[config.mk]
export PLATFORM = sky130hd
export DESIGN_NAME = isp_frame_src
export DESIGN_NICKNAME = d
export VERILOG_FILES = /design/src/rtl/isp_frame_src.sv
export SDC_FILE = /design/constraint.sdc
export NUM_CORES = 1
export LEC_CHECK = 0
export ABC_CLOCK_PERIOD_IN_PS = 6500
export CAP_MARGIN = 20
export CORE_MARGIN = 3
export CORE_UTILIZATION = 60
export CTS_BUF_LIST = sky130_fd_sc_hd__clkbuf_8
export DETAILED_ROUTE_END_ITERATION = 10
export PLACE_DENSITY_LB_ADDON = 0.1
export SYNTH_ARGS = -nofsm -noshare
export SYNTH_HDL_FRONTEND = slang
export SYNTH_SLANG_ARGS = --single-unit
[constraint.sdc]
create_clock -name clk -period 6.5 [get_ports clk]
set_input_delay 1.3 -clock clk [delete_from_list [all_inputs] [get_ports clk]]
set_output_delay 1.3 -clock clk [all_outputs]
set_load 0.02 [all_outputs]
[src/rtl/isp_frame_src.sv]
// isp_frame_src: raster Bayer-frame stream source fed from a frame buffer or a test pattern
// Ports: clk, rstn (async, active-low); start/abort frame control; src_sel/hblank/pat_val
// frame config latched at start; mem_rd_en/mem_addr/mem_rd_data fixed-latency frame-buffer
// read port; pixel_data_out/pixel_data_out_vld stream with sof/eol/frame_done flags; busy
// high while a frame is in flight.
module isp_frame_src #(
    parameter int DW = 16,
    parameter int H  = 1280,
    parameter int V  = 720,
    parameter int HW = 11,
    parameter int VW = 10,
    parameter int AW = 20
) (
    input  logic          clk,
    input  logic          rstn,
    input  logic          start,
    input  logic          abort,
    input  logic [1:0]    src_sel,
    input  logic [7:0]    hblank,
    input  logic [DW-1:0] pat_val,
    output logic          mem_rd_en,
    output logic [AW-1:0] mem_addr,
    input  logic [DW-1:0] mem_rd_data,
    output logic [DW-1:0] pixel_data_out,
    output logic          pixel_data_out_vld,
    output logic          sof,
    output logic          eol,
    output logic          frame_done,
    output logic          busy
);
    typedef enum logic [1:0] {IDLE, ACTIVE, HBLANK} state_t;
    typedef struct packed {
        logic          vld;
        logic          sof;
        logic          eol;
        logic          last;
        logic          mem;
        logic [DW-1:0] dat;
    } stg_t;

    state_t        state_q, state_d;
    logic [HW-1:0] h_q, h_d, ih;
    logic [VW-1:0] v_q, v_d, iv;
    logic [AW-1:0] a_q, a_d, ia, addr_q, addr_d;
    logic [7:0]    cnt_q, cnt_d, hb_q, hb_d, hb_c;
    logic [1:0]    sel_q, sel_d, sel_c;
    logic [DW-1:0] pat_q, pat_d, pat_c, dat_i, out_q, out_d;
    logic          go, iss, eol_i, last_i, rd_q, rd_d;
    logic          vld_q, vld_d, sof_q, sof_d, eol_q, eol_d, done_q, done_d;
    stg_t          p1_q, p1_d, p2_q, p2_d;

    // Busy covers the drain of the last pixels through the pipeline, so a new start
    // is only taken once frame_done has been presented.
    assign busy               = state_q != IDLE || p1_q.vld || p2_q.vld || vld_q;
    assign mem_rd_en          = rd_q;
    assign mem_addr           = addr_q;
    assign pixel_data_out     = out_q;
    assign pixel_data_out_vld = vld_q;
    assign sof                = sof_q;
    assign eol                = eol_q;
    assign frame_done         = done_q;

    always_comb begin
        // The start edge itself issues pixel (0,0) from the live config inputs, so the
        // first read is registered in the same edge that accepts start.
        go      = start && !abort && !busy;
        iss     = go || (state_q == ACTIVE && !abort);
        ih      = go ? '0 : h_q;
        iv      = go ? '0 : v_q;
        ia      = go ? '0 : a_q;
        hb_c    = go ? hblank : hb_q;
        sel_c   = go ? src_sel : sel_q;
        pat_c   = go ? pat_val : pat_q;
        eol_i   = ih == HW'(H - 1);
        last_i  = eol_i && iv == VW'(V - 1);
        dat_i   = sel_c == 2'd1 ? DW'(ih) + DW'(iv) :
                  sel_c == 2'd2 ? pat_c :
                  sel_c == 2'd3 ? {DW{ih[3] ^ iv[3]}} : '0;
        state_d = state_q;
        h_d     = h_q;
        v_d     = v_q;
        a_d     = a_q;
        cnt_d   = cnt_q;
        hb_d    = hb_c;
        sel_d   = sel_c;
        pat_d   = pat_c;
        if (abort) begin
            state_d = IDLE;
        end else if (iss) begin
            state_d = ACTIVE;
            h_d     = ih + HW'(1);
            v_d     = iv;
            a_d     = ia + AW'(1);
            if (last_i) begin
                state_d = IDLE;
            end else if (eol_i) begin
                h_d     = '0;
                v_d     = iv + VW'(1);
                state_d = hb_c == 8'd0 ? ACTIVE : HBLANK;
                cnt_d   = hb_c - 8'd1;
            end
        end else if (state_q == HBLANK) begin
            cnt_d   = cnt_q - 8'd1;
            state_d = cnt_q == 8'd0 ? ACTIVE : HBLANK;
        end
        rd_d   = iss && sel_c == 2'd0;
        addr_d = iss ? ia : addr_q;
        // Pattern pixels ride two stages so they leave in the same cycle a memory read would.
        p1_d   = '{vld: iss, sof: go, eol: iss && eol_i, last: iss && last_i,
                   mem: sel_c == 2'd0, dat: dat_i};
        p2_d   = p1_q;
        if (abort) {p2_d.vld, p2_d.sof, p2_d.eol, p2_d.last} = 4'b0;
        vld_d  = p2_q.vld && !abort;
        sof_d  = p2_q.sof && !abort;
        eol_d  = p2_q.eol && !abort;
        done_d = p2_q.last && !abort;
        out_d  = p2_q.mem ? mem_rd_data : p2_q.dat;
    end

    always_ff @(posedge clk or negedge rstn) begin
        if (!rstn) begin
            state_q <= IDLE;
            h_q     <= '0;
            v_q     <= '0;
            a_q     <= '0;
            cnt_q   <= '0;
            hb_q    <= '0;
            sel_q   <= '0;
            pat_q   <= '0;
            rd_q    <= 1'b0;
            addr_q  <= '0;
            p1_q    <= '0;
            p2_q    <= '0;
            vld_q   <= 1'b0;
            sof_q   <= 1'b0;
            eol_q   <= 1'b0;
            done_q  <= 1'b0;
            out_q   <= '0;
        end else begin
            state_q <= state_d;
            h_q     <= h_d;
            v_q     <= v_d;
            a_q     <= a_d;
            cnt_q   <= cnt_d;
            hb_q    <= hb_d;
            sel_q   <= sel_d;
            pat_q   <= pat_d;
            rd_q    <= rd_d;
            addr_q  <= addr_d;
            p1_q    <= p1_d;
            p2_q    <= p2_d;
            vld_q   <= vld_d;
            sof_q   <= sof_d;
            eol_q   <= eol_d;
            done_q  <= done_d;
            out_q   <= out_d;
        end
    end
endmodule

==> impl_metrics.tcl, run 1 <==
set metrics [dict create \
    run_status "completed" \
    die_w_microns 117.6 \
    cp.required_ps 6890 \
    netSwitchingPower_uw 1006 \
    powerDensity_mw_per_mm2 340.1 \
    p_clk_share_pct 23.1 \
    ctsResizeCount 0 \
    hold_path_depth 0 \
    hp-class "reg -> reg" \
    postRouteAntennaNets 0 \
    fin_worst_skew_ps 8.456 \
    overflow 0 \
    cts.clk_slew.worst_paths_ps 70 \
    synth_area_sq_mm 0.007470 \
    rr_endpoint "p1_q[8]" \
    crit_type "in -> reg" \
    pre_cts_slack_ps 1252 \
    yosysTopAreaCellShare_pct 53.60 \
    drv_slew 0 \
    cts_root_buf "clkbuf_8" \
    h-tree-depth 4 \
    wl_per_cell_microns 16.29 \
    ios 88 \
    worstSkewPairLatency_ps 460 \
    synthCells 764 \
    whs_ps 351.1 \
    coreArea_sq_mm 0.01211 \
    reg2reg_slack_ps 2530 \
    antenna_found_initial 0 \
    synth_ff_type "dfrtp_1" \
    cp-end-kind "register" \
    layout-drive-gt1-share_pct 8.598 \
    portBuffers 87 \
    setup_violations 0 \
    syn_avg_cell_area_sq_um 9.777 \
    slew_headroom_pct 35.62 \
    clk_path_buf_depth 2 \
    rsz0062_at_grt "no" \
    synth_edf_count 0 \
    synth_seq_cells 160 \
    globalplace.congestion 0.8703 \
    r2r_start "state_q[1]" \
    initial_core_util_pct 61.67 \
    synth_warnings 0 \
    intPower_uw 2000 \
    power_leakage_uw 0.004133 \
    fin_tns_setup_ps 0 \
    pwr-share-seq_pct 46.5 \
    cp.arrival_ps 5240 \
    hp-start "p1_q[4]" \
    first_pass_iters 6 \
    swShare_pct 33.48 \
    drc 0 \
    layout_min_cycle_time_ps 4845 \
    dp_cells 989 \
    rows 40 \
    synth_area_leaders "dfrtp_1 54%, nand2_1 8.1%, mux2_2 3.2%" \
    startpoint_type "input port" \
    period_share_pct 74.54 \
    vdd_ir_drop_max_mv 0.2525 \
    max_freq_mhz 206.4 \
    grt_max_degree 109 \
    min_to "p2_q[4]" \
    post_cts_buffers 0 \
    drt_iter0_drc 437 \
    ctsHoldBuffers 0 \
    cp_max_fo 94 \
    finalHoldViolCount 0 \
    nNetsFinal 896 \
    worst_slack_ps 1655 \
    ys_seq_area_share_pct 53.60 \
    num_antenna_cells 0 \
    syn_nets 820 \
    die_y_microns 117.6 \
    pwr-share-comb_pct 30.4 \
    tightest_slew_ps 965.7 \
    startpoint "abort" \
    reg2regPathDepth 11 \
    grt_pass1_wl_microns 28160 \
    async_flop_share_pct 100.0 \
    layoutNonFillerInstCount 1017 \
    synthDistinctLibCells 65 \
    area_growth_pct 18.33 \
    clock_sinks 160 \
    yosys.area.top_type "dfrtp_1" \
    grt_pass1_vias 5585 \
    cts_tree "done" \
    post_drt_via_cell_ratio 5.681 \
    grt_use_total_pct 25.24 \
    dpl.hpwl_microns 11300 \
    drv_cap 0 \
    die_area_sq_mm 0.01382 \
    wl_microns 16570 \
    cts_buffers 17 \
    num_vias 5778 \
]
## worst max-delay path by stage
stage | depth (start not counted) | slack (ps) | end
after floorplan | 15 | 2010 | p1_q[8]
after global placement | 12 | 1380 | p1_q[8]
after global routing | 12 | 1290 | p1_q[8]
final | 12 | 1660 | p1_q[8]
after CTS | 12 | 1680 | p1_q[8]
after detailed placement | 12 | 1250 | p1_q[8]
## cells by family (layout without fill, tap and decap cells)
logic type	count (synthesis)	after routing	share of synthesized area, %
flip-flops	160	160	53.60
adder cells (fa/ha/maj)	12	12	1.943
AO/OA/AOI/OAI	128	128	10.90
AND/OR/NAND/NOR	336	336	21.16
multiplexers	30	30	4.372
buffers and inverters	56	141	3.099
XOR/XNOR	42	42	4.925
## worst max-delay path, stage by stage
cell,delay [ps]
clkdlybuf4s50_1,840
nor4b_4,100
buf_4,210
nand2_2,280
buf_4,350
inv_2,90
buf_12,230
a21oi_1,760
inv_1,210
nor2_1,510
a2111oi_0,220
nand2_1,110
## final cells by class
| type | instances | area (sq um) |
|---|---|---|
| tap | 168 | 210.2 |
| sequential | 160 | 4004 |
| timing repair buffer | 95 | 944.7 |
| clock buffer | 23 | 316.6 |
| multi-input combinational | 548 | 3241 |
| clock inverter | 5 | 55.05 |
| fill | 901 | 3273 |
| inverter | 18 | 67.56 |
## through the flow
step	total power (uW)	util, %	area [sq um]
6_report	3006	72.98	8838
4_1_cts	3023	72.98	8838
5_1_grt	3194	72.98	8838
3_5_place_dp	2328	69.91	8467
3_3_place_gp	2282	69.91	8467
2_1_floorplan	1985	-	7470
## flip-flops by register name, indices dropped and copies added (netlist names), 10 cells and up
register	count
p2_q	21
a_q	20
mem_addr	20
p1_q	21
h_q	11
pat_q	16
v_q	10
pixel_data_out	16
## layer usage
metal	global-route usage [%]	up-vias	routed length (microns)
met5	0	-	0
met4	7.473	0	251
met3	5.622	23	894
met2	39.60	177	8086
met1	35.74	2828	7334
li1	-	2750	-
## cells in the mapped netlist (all sizes together), types with 3 or more instances
cell type,instances
or3,6
or2,4
clkbuf,26
dfrtp,160
o211ai,10
nor3,15
o21ai,27
a31oi,5
a21oi,44
nand3,30
a211oi,4
xnor2,18
nor2,53
and2,15
buf,12
nor2b,9
nor3b,5
o22ai,3
nand2,162
a21o,14
xor2,24
and3,10
nor4,4
inv,18
nand4,11
mux2,21
ha,10
mux2i,9
## placed cells by master, fill, tap and decap left out, types with 4 or more instances in the layout
cell,instances
nand2_1,161
mux2i_1,9
nor3_1,14
or3_1,6
a31oi_1,4
dfrtp_1,160
a21oi_1,44
or2_2,4
buf_4,7
nand4_1,11
inv_1,17
xor2_1,24
clkdlybuf4s50_1,86
and3_1,10
nor2b_1,9
clkbuf_8,23
nand3_1,30
xnor2_1,18
mux2_2,21
o21ai_0,24
ha_1,10
o211ai_1,10
nor2_1,53
and2_1,15
nor3b_1,4
a21o_1,14
a211oi_1,4
## power groups by stage
stage / clock, uW / sequential (uW) / combinational (uW)
3_5_place_dp: 0 / 1420 / 912
2_1_floorplan: 0 / 1430 / 558
3_3_place_gp: 0 / 1400 / 881
6_report: 694 / 1400 / 914
4_1_cts: 707 / 1400 / 920
5_1_grt: 753 / 1430 / 1010
Power figures use the tool's default switching activity.
==> inputs of run 2 (changes only) <==
--- a/config.mk
+++ b/config.mk
@@ -5,10 +5,10 @@
 export SDC_FILE = /design/constraint.sdc
 export NUM_CORES = 1
 export LEC_CHECK = 0
-export ABC_CLOCK_PERIOD_IN_PS = 6500
+export ABC_CLOCK_PERIOD_IN_PS = 4300
 export CAP_MARGIN = 20
 export CORE_MARGIN = 3
-export CORE_UTILIZATION = 60
+export CORE_UTILIZATION = 52
 export CTS_BUF_LIST = sky130_fd_sc_hd__clkbuf_8
 export DETAILED_ROUTE_END_ITERATION = 10
 export PLACE_DENSITY_LB_ADDON = 0.1
==> constraint.sdc (replaced) <==
create_clock -name clk -period 4.3 [get_ports clk]
set_input_delay 0.86 -clock clk [delete_from_list [all_inputs] [get_ports clk]]
set_output_delay 0.86 -clock clk [all_outputs]
set_load 0.02 [all_outputs]
==> run 2 against run 1 <==
Clock skew is 4.5 ps higher. Via count is 0.35% lower. Hold slack worse by 6.9 ps. Core utilization is 8.9 points lower. Largest power group unchanged. Highest routed layer unchanged. Clock power is 63% higher. Critical path depth stayed put. Die area is 15% higher. Power is 54% higher.
==> impl_metrics.tcl, run 2 (same netlist as run 1, synthesis figures left out) <==
set metrics [dict create \
    cts.clk_slew.worst_paths_ps 80 \
    ctsHoldBuffers 0 \
    layoutNonFillerInstCount 1040 \
    cts_root_buf "clkbuf_8" \
    clk_path_buf_depth 2 \
    final_area_sq_mm 0.008961 \
    grt_pass1_vias 5524 \
    coreArea_sq_mm 0.01399 \
    cp_cell_sequence "clkdlybuf4s50_1, nor4b_4, nand2_2, and2_1, ha_1, ha_1, a21o_1, a221o_1, a31o_2, a211oi_1, mux2i_1, nand2_1" \
    period_share_pct 82.72 \
    ctsResizeCount 0 \
    cp.required_ps 4630 \
    grt_use_total_pct 21.26 \
    num_vias 5758 \
    area_growth_pct 19.97 \
    cp-end-kind "register" \
    die_area_sq_mm 0.01584 \
    worstSkewPairLatency_ps 460 \
    first_pass_iters 5 \
    layout-drive-gt1-share_pct 9.535 \
    dpl.hpwl_microns 11190 \
    swShare_pct 33.72 \
    cts_buffers 17 \
    overflow 0 \
    hp-class "reg -> reg" \
    wl_microns 16500 \
    die_w_microns 125.9 \
    reg2reg_slack_ps 1130 \
    globalplace.congestion 0.9228 \
    netSwitchingPower_uw 1562 \
    max_freq_mhz 281.1 \
    fin_worst_skew_ps 12.92 \
    nNetsFinal 903 \
    finalHoldViolCount 0 \
    die_y_microns 125.9 \
    path_buf_inv 1 \
    cp_top_family "compound AO/OA/AOI/OAI gates" \
    drt_iter0_drc 333 \
    antenna_found_initial 0 \
    h-tree-depth 4 \
    pwr-share-comb_pct 29.9 \
    power_leakage_uw 0.004187 \
    crit_slowest_cell "clkdlybuf4s50_1" \
    post_drt_via_cell_ratio 5.537 \
    dp_cells 1007 \
    p_clk_share_pct 24.4 \
    cp_max_fo 5 \
    cp.arrival_ps 3880 \
    postRouteAntennaNets 0 \
    powerDensity_mw_per_mm2 517.0 \
    fin_tns_setup_ps 0 \
    layout_min_cycle_time_ps 3557 \
    ios 88 \
    initial_core_util_pct 53.40 \
    intPower_uw 3071 \
    reg_top3 "p1_q (21), p2_q (21)" \
    grt_pass1_wl_microns 27320 \
    crit_type "in -> reg" \
    num_antenna_cells 0 \
    wl_per_cell_microns 15.86 \
    pwr-share-seq_pct 45.7 \
    drc 0 \
    slew_headroom_pct 40.36 \
    drv_slew 0 \
    vdd_ir_drop_max_mv 0.3438 \
    run_status "completed" \
    post_cts_buffers 0 \
    slowest_delay_ps 460 \
    final_common_cell "nand2_1" \
    portBuffers 87 \
    rows 43 \
    layout_common_cells "161 x nand2_1, 160 x dfrtp_1, 86 x clkdlybuf4s50_1, 53 x nor2_1, 44 x a21oi_1" \
    drv_cap 0 \
    placed_area_sq_mm 0.008527 \
    crit_path_frequent_cell "ha_1" \
    cts_tree "done" \
    grt_max_degree 114 \
    startpoint_type "input port" \
    tightest_slew_ps 894.6 \
    clock_sinks 160 \
    setup_violations 0 \
    rsz0062_at_grt "no" \
]
==> run 2: cell types whose count changed in the layout (fill, tap and decap cells not counted), sizes merged <==
cell      before  now
clkinv         2    6
clkinvlp       2    4
inv           18   20
bufinv         1    3
clkbuf        23   17
buf            9   16
==> run 2: per-layer routing <==
metal | part of all wire, % | track usage, % | up-vias | routed length (microns)
li1 | - | - | 2780 | -
met1 | 45 | 29.60 | 2813 | 7505
met2 | 48 | 33.29 | 141 | 7929
met3 | 4.6 | 4.835 | 24 | 764
met4 | 1.8 | 7.192 | 0 | 297
met5 | 0 | 0 | - | 0
==> run 2: path summary, 6_finish.rpt <==
path                                  from                 to  depth (start not counted)
worst max-delay path                 abort            p1_q[8]                         12
worst min-delay path               p1_q[6]            p2_q[6]                          0
worst max register to register  state_q[0]            p1_q[8]                         11
worst min register to register     p1_q[6]            p2_q[6]                          0
max in group asynchronous             rstn                eol                          3
min in group asynchronous             rstn  pixel_data_out[7]                          1
==> run 2: final cells by class <==
class	instances	area, sq um
clock buffer	17	234.0
clock inverter	15	172.7
fill	1160	5027
inverter	18	67.56
multi-input combinational	548	3241
sequential	160	4004
tap	180	225.2
timing repair buffer	102	1017
==> run 2: metrics by stage <==
step,total power (uW),util (%),hold WS [ps],setup WS (ps)
floorplan,3001,-,331.2,254.8
CTS,4665,63.86,347.8,731.0
finish,4633,64.06,344.2,742.9
detailed placement,3526,60.96,334.7,237.5
global placement,3478,60.96,334.0,336.3
global route,4915,64.06,352.4,543.3
==> run 2: worst reg2reg max path, stage by stage (launching register included) <==
cell and delay, ps:
dfrtp_1 480, nor4b_4 340, nand2_2 140, and2_1 210
ha_1 220, ha_1 200, a21o_1 170, a221o_1 360
a31o_2 260, a211oi_1 380, mux2i_1 230, nand2_1 60
==> run 2: power by group through the flow <==
stage | logic [uW] | registers (uW) | clock network (uW)
2_1_floorplan | 844 | 2160 | 0
4_1_cts | 1390 | 2110 | 1160
3_3_place_gp | 1360 | 2120 | 0
6_report | 1390 | 2120 | 1130
5_1_grt | 1530 | 2160 | 1220
3_5_place_dp | 1380 | 2140 | 0
==> inputs of run 3 (changes only) <==
--- a/config.mk
+++ b/config.mk
@@ -5,10 +5,10 @@
 export SDC_FILE = /design/constraint.sdc
 export NUM_CORES = 1
 export LEC_CHECK = 0
-export ABC_CLOCK_PERIOD_IN_PS = 4300
+export ABC_CLOCK_PERIOD_IN_PS = 3600
 export CAP_MARGIN = 20
 export CORE_MARGIN = 3
-export CORE_UTILIZATION = 52
+export CORE_UTILIZATION = 58
 export CTS_BUF_LIST = sky130_fd_sc_hd__clkbuf_8
 export DETAILED_ROUTE_END_ITERATION = 10
 export PLACE_DENSITY_LB_ADDON = 0.1
==> constraint.sdc (replaced) <==
create_clock -name clk -period 3.6 [get_ports clk]
set_input_delay 0.72 -clock clk [delete_from_list [all_inputs] [get_ports clk]]
set_output_delay 0.72 -clock clk [all_outputs]
set_load 0.02 [all_outputs]
==> run 3 against run 2 <==
Die area decreased by 9.9%. Count of clock-buffer cells in the layout unchanged. Setup slack got worse by 380 ps. Non-clock buffer count increased by 20. Sequential share of layout area decreased by 0.52 points. Final area increased by 1.2%. Flip-flop and latch count unchanged. Final cell count increased by 0.77%. Critical path depth unchanged. Critical path type unchanged.
==> impl_metrics.tcl, run 3 (same netlist as run 1, synthesis figures left out) <==
set metrics [dict create \
    hp-class "in -> async" \
    num_vias 5948 \
    met1Wirelength_microns 7392 \
    slew_headroom_pct 50.78 \
    powerDensity_mw_per_mm2 614.9 \
    intPower_uw 3664 \
    globalplace.congestion 0.9214 \
    dpl.hpwl_microns 12110 \
    drv_cap 0 \
    period_share_pct 89.86 \
    path_buf_inv 1 \
    rsz0062_at_grt "no" \
    grt_max_degree 83 \
    cts_root_buf "clkbuf_8" \
    crit_type "in -> reg" \
    reg2reg_slack_ps 570 \
    r2r_start "state_q[0]" \
    wl_microns 16810 \
    fin_tns_setup_ps 0 \
    cts_buffers 17 \
    grt_use_total_pct 25.01 \
    overflow 0 \
    pre_cts_slack_ps -91.34 \
    path_depth 12 \
    worstSkewPairLatency_ps 460 \
    power_uw 5576 \
    whs_ps 307.8 \
    crit_slowest_cell "clkdlybuf4s50_1" \
    clock_sinks 160 \
    swShare_pct 34.29 \
    clk_path_buf_depth 2 \
    startpoint_type "input port" \
    postRouteAntennaNets 0 \
    crit_path_frequent_cell "ha_1" \
    layoutNonFillerInstCount 1048 \
    h-tree-depth 4 \
    wl_per_cell_microns 16.04 \
    highest_layer "met4" \
    fin_worst_skew_ps 12.89 \
    die_y_microns 119.5 \
    finalHoldViolCount 0 \
    initial_core_util_pct 60.67 \
    grt_pass1_vias 5832 \
    drv_slew 0 \
    layout-drive-gt1-share_pct 11.93 \
    reg_top3 "p1_q (21), p2_q (21)" \
    cts.clk_slew.worst_paths_ps 90 \
    cp.required_ps 3930 \
    dp_cells 1016 \
    slowest_delay_ps 460 \
    num_antenna_cells 0 \
    netSwitchingPower_uw 1912 \
    cts_tree "done" \
    rr_endpoint "p1_q[8]" \
    ctsResizeCount 0 \
    post_cts_buffers 0 \
    rows 40 \
    final_common_cell "nand2_1" \
    wl_met2_microns 8071 \
    run_status "completed" \
    cp-end-kind "register" \
    cp_cell_sequence "clkdlybuf4s50_1, nor4b_4, nand2_2, and2_1, ha_1, ha_1, a21o_1, a221o_1, a31o_2, a211oi_2, mux2i_1, nand2_1" \
    dr_wl_met3_microns 870 \
    ios 88 \
    layout_min_cycle_time_ps 3235 \
    post_drt_via_cell_ratio 5.676 \
    cp.arrival_ps 3560 \
    coreArea_sq_mm 0.01231 \
    die_area_sq_mm 0.01428 \
    layout_common_cells "161 x nand2_1, 160 x dfrtp_1, 86 x clkdlybuf4s50_1, 53 x nor2_1, 44 x a21oi_1" \
    worst_slack_ps 365.0 \
    power_leakage_uw 0.004274 \
    portBuffers 87 \
    ctsHoldBuffers 0 \
    first_pass_iters 6 \
    drt_iter0_drc 561 \
    tightest_slew_ps 738.3 \
    reg2regPathDepth 11 \
    antenna_found_initial 0 \
    grt_pass1_wl_microns 28460 \
    pwr-share-seq_pct 45.2 \
    setup_violations 0 \
    max_freq_mhz 309.1 \
    cp_max_fo 5 \
    die_w_microns 119.5 \
    vdd_ir_drop_max_mv 0.4244 \
    nNetsFinal 923 \
    area_growth_pct 21.39 \
    p_clk_share_pct 24.1 \
    pwr-share-comb_pct 30.6 \
    drc 0 \
    cp_top_family "compound AO/OA/AOI/OAI gates" \
]
run 3: cell count changes in the layout (fill, tap and decap cells not counted), sizes merged:
cell      change
buf          +20
clkinvlp      -1
bufinv        -1
inv           +6
clkinv        -4
run 3: worst max path at each step:
stage	from	end	slack [ps]
finish	abort	p1_q[8]	360
global route	abort	p1_q[8]	210
CTS	abort	p1_q[8]	400
detailed placement	abort	cnt_q[7]	-90
global placement	abort	p1_q[8]	-30
floorplan	abort	p1_q[8]	4
run 3: metal layers:
layer,track usage (%),up-vias
li1,-,2813
met3,4.748,39
met1,33.60,2903
met5,0,-
met2,39.72,193
met4,11.31,0
run 3: cell type report:
class / instances / area [sq um]
flip-flops and latches: 160 / 4004
multi-input cells: 548 / 3246
fillers: 933 / 3244
repair buffers: 122 / 1135
clock buffers: 17 / 234.0
well taps: 168 / 210.2
clock inverters: 15 / 171.4
inverters: 18 / 67.56
run 3: through the flow:
stage / cell area, sq um / utilization, %
floorplan: 7487 / -
global route: 9067 / 73.65
finish: 9067 / 73.65
detailed placement: 8662 / 70.36
global placement: 8662 / 70.36
CTS: 9067 / 73.65
run 3: power by group through the flow:
| stage | Sequential, uW | Clock [uW] | Combinational, uW |
|---|---|---|---|
| 2_1_floorplan | 2580 | 0 | 1010 |
| 3_3_place_gp | 2530 | 0 | 1660 |
| 3_5_place_dp | 2560 | 0 | 1700 |
| 4_1_cts | 2520 | 1380 | 1710 |
| 5_1_grt | 2580 | 1460 | 1880 |
| 6_report | 2520 | 1350 | 1710 |
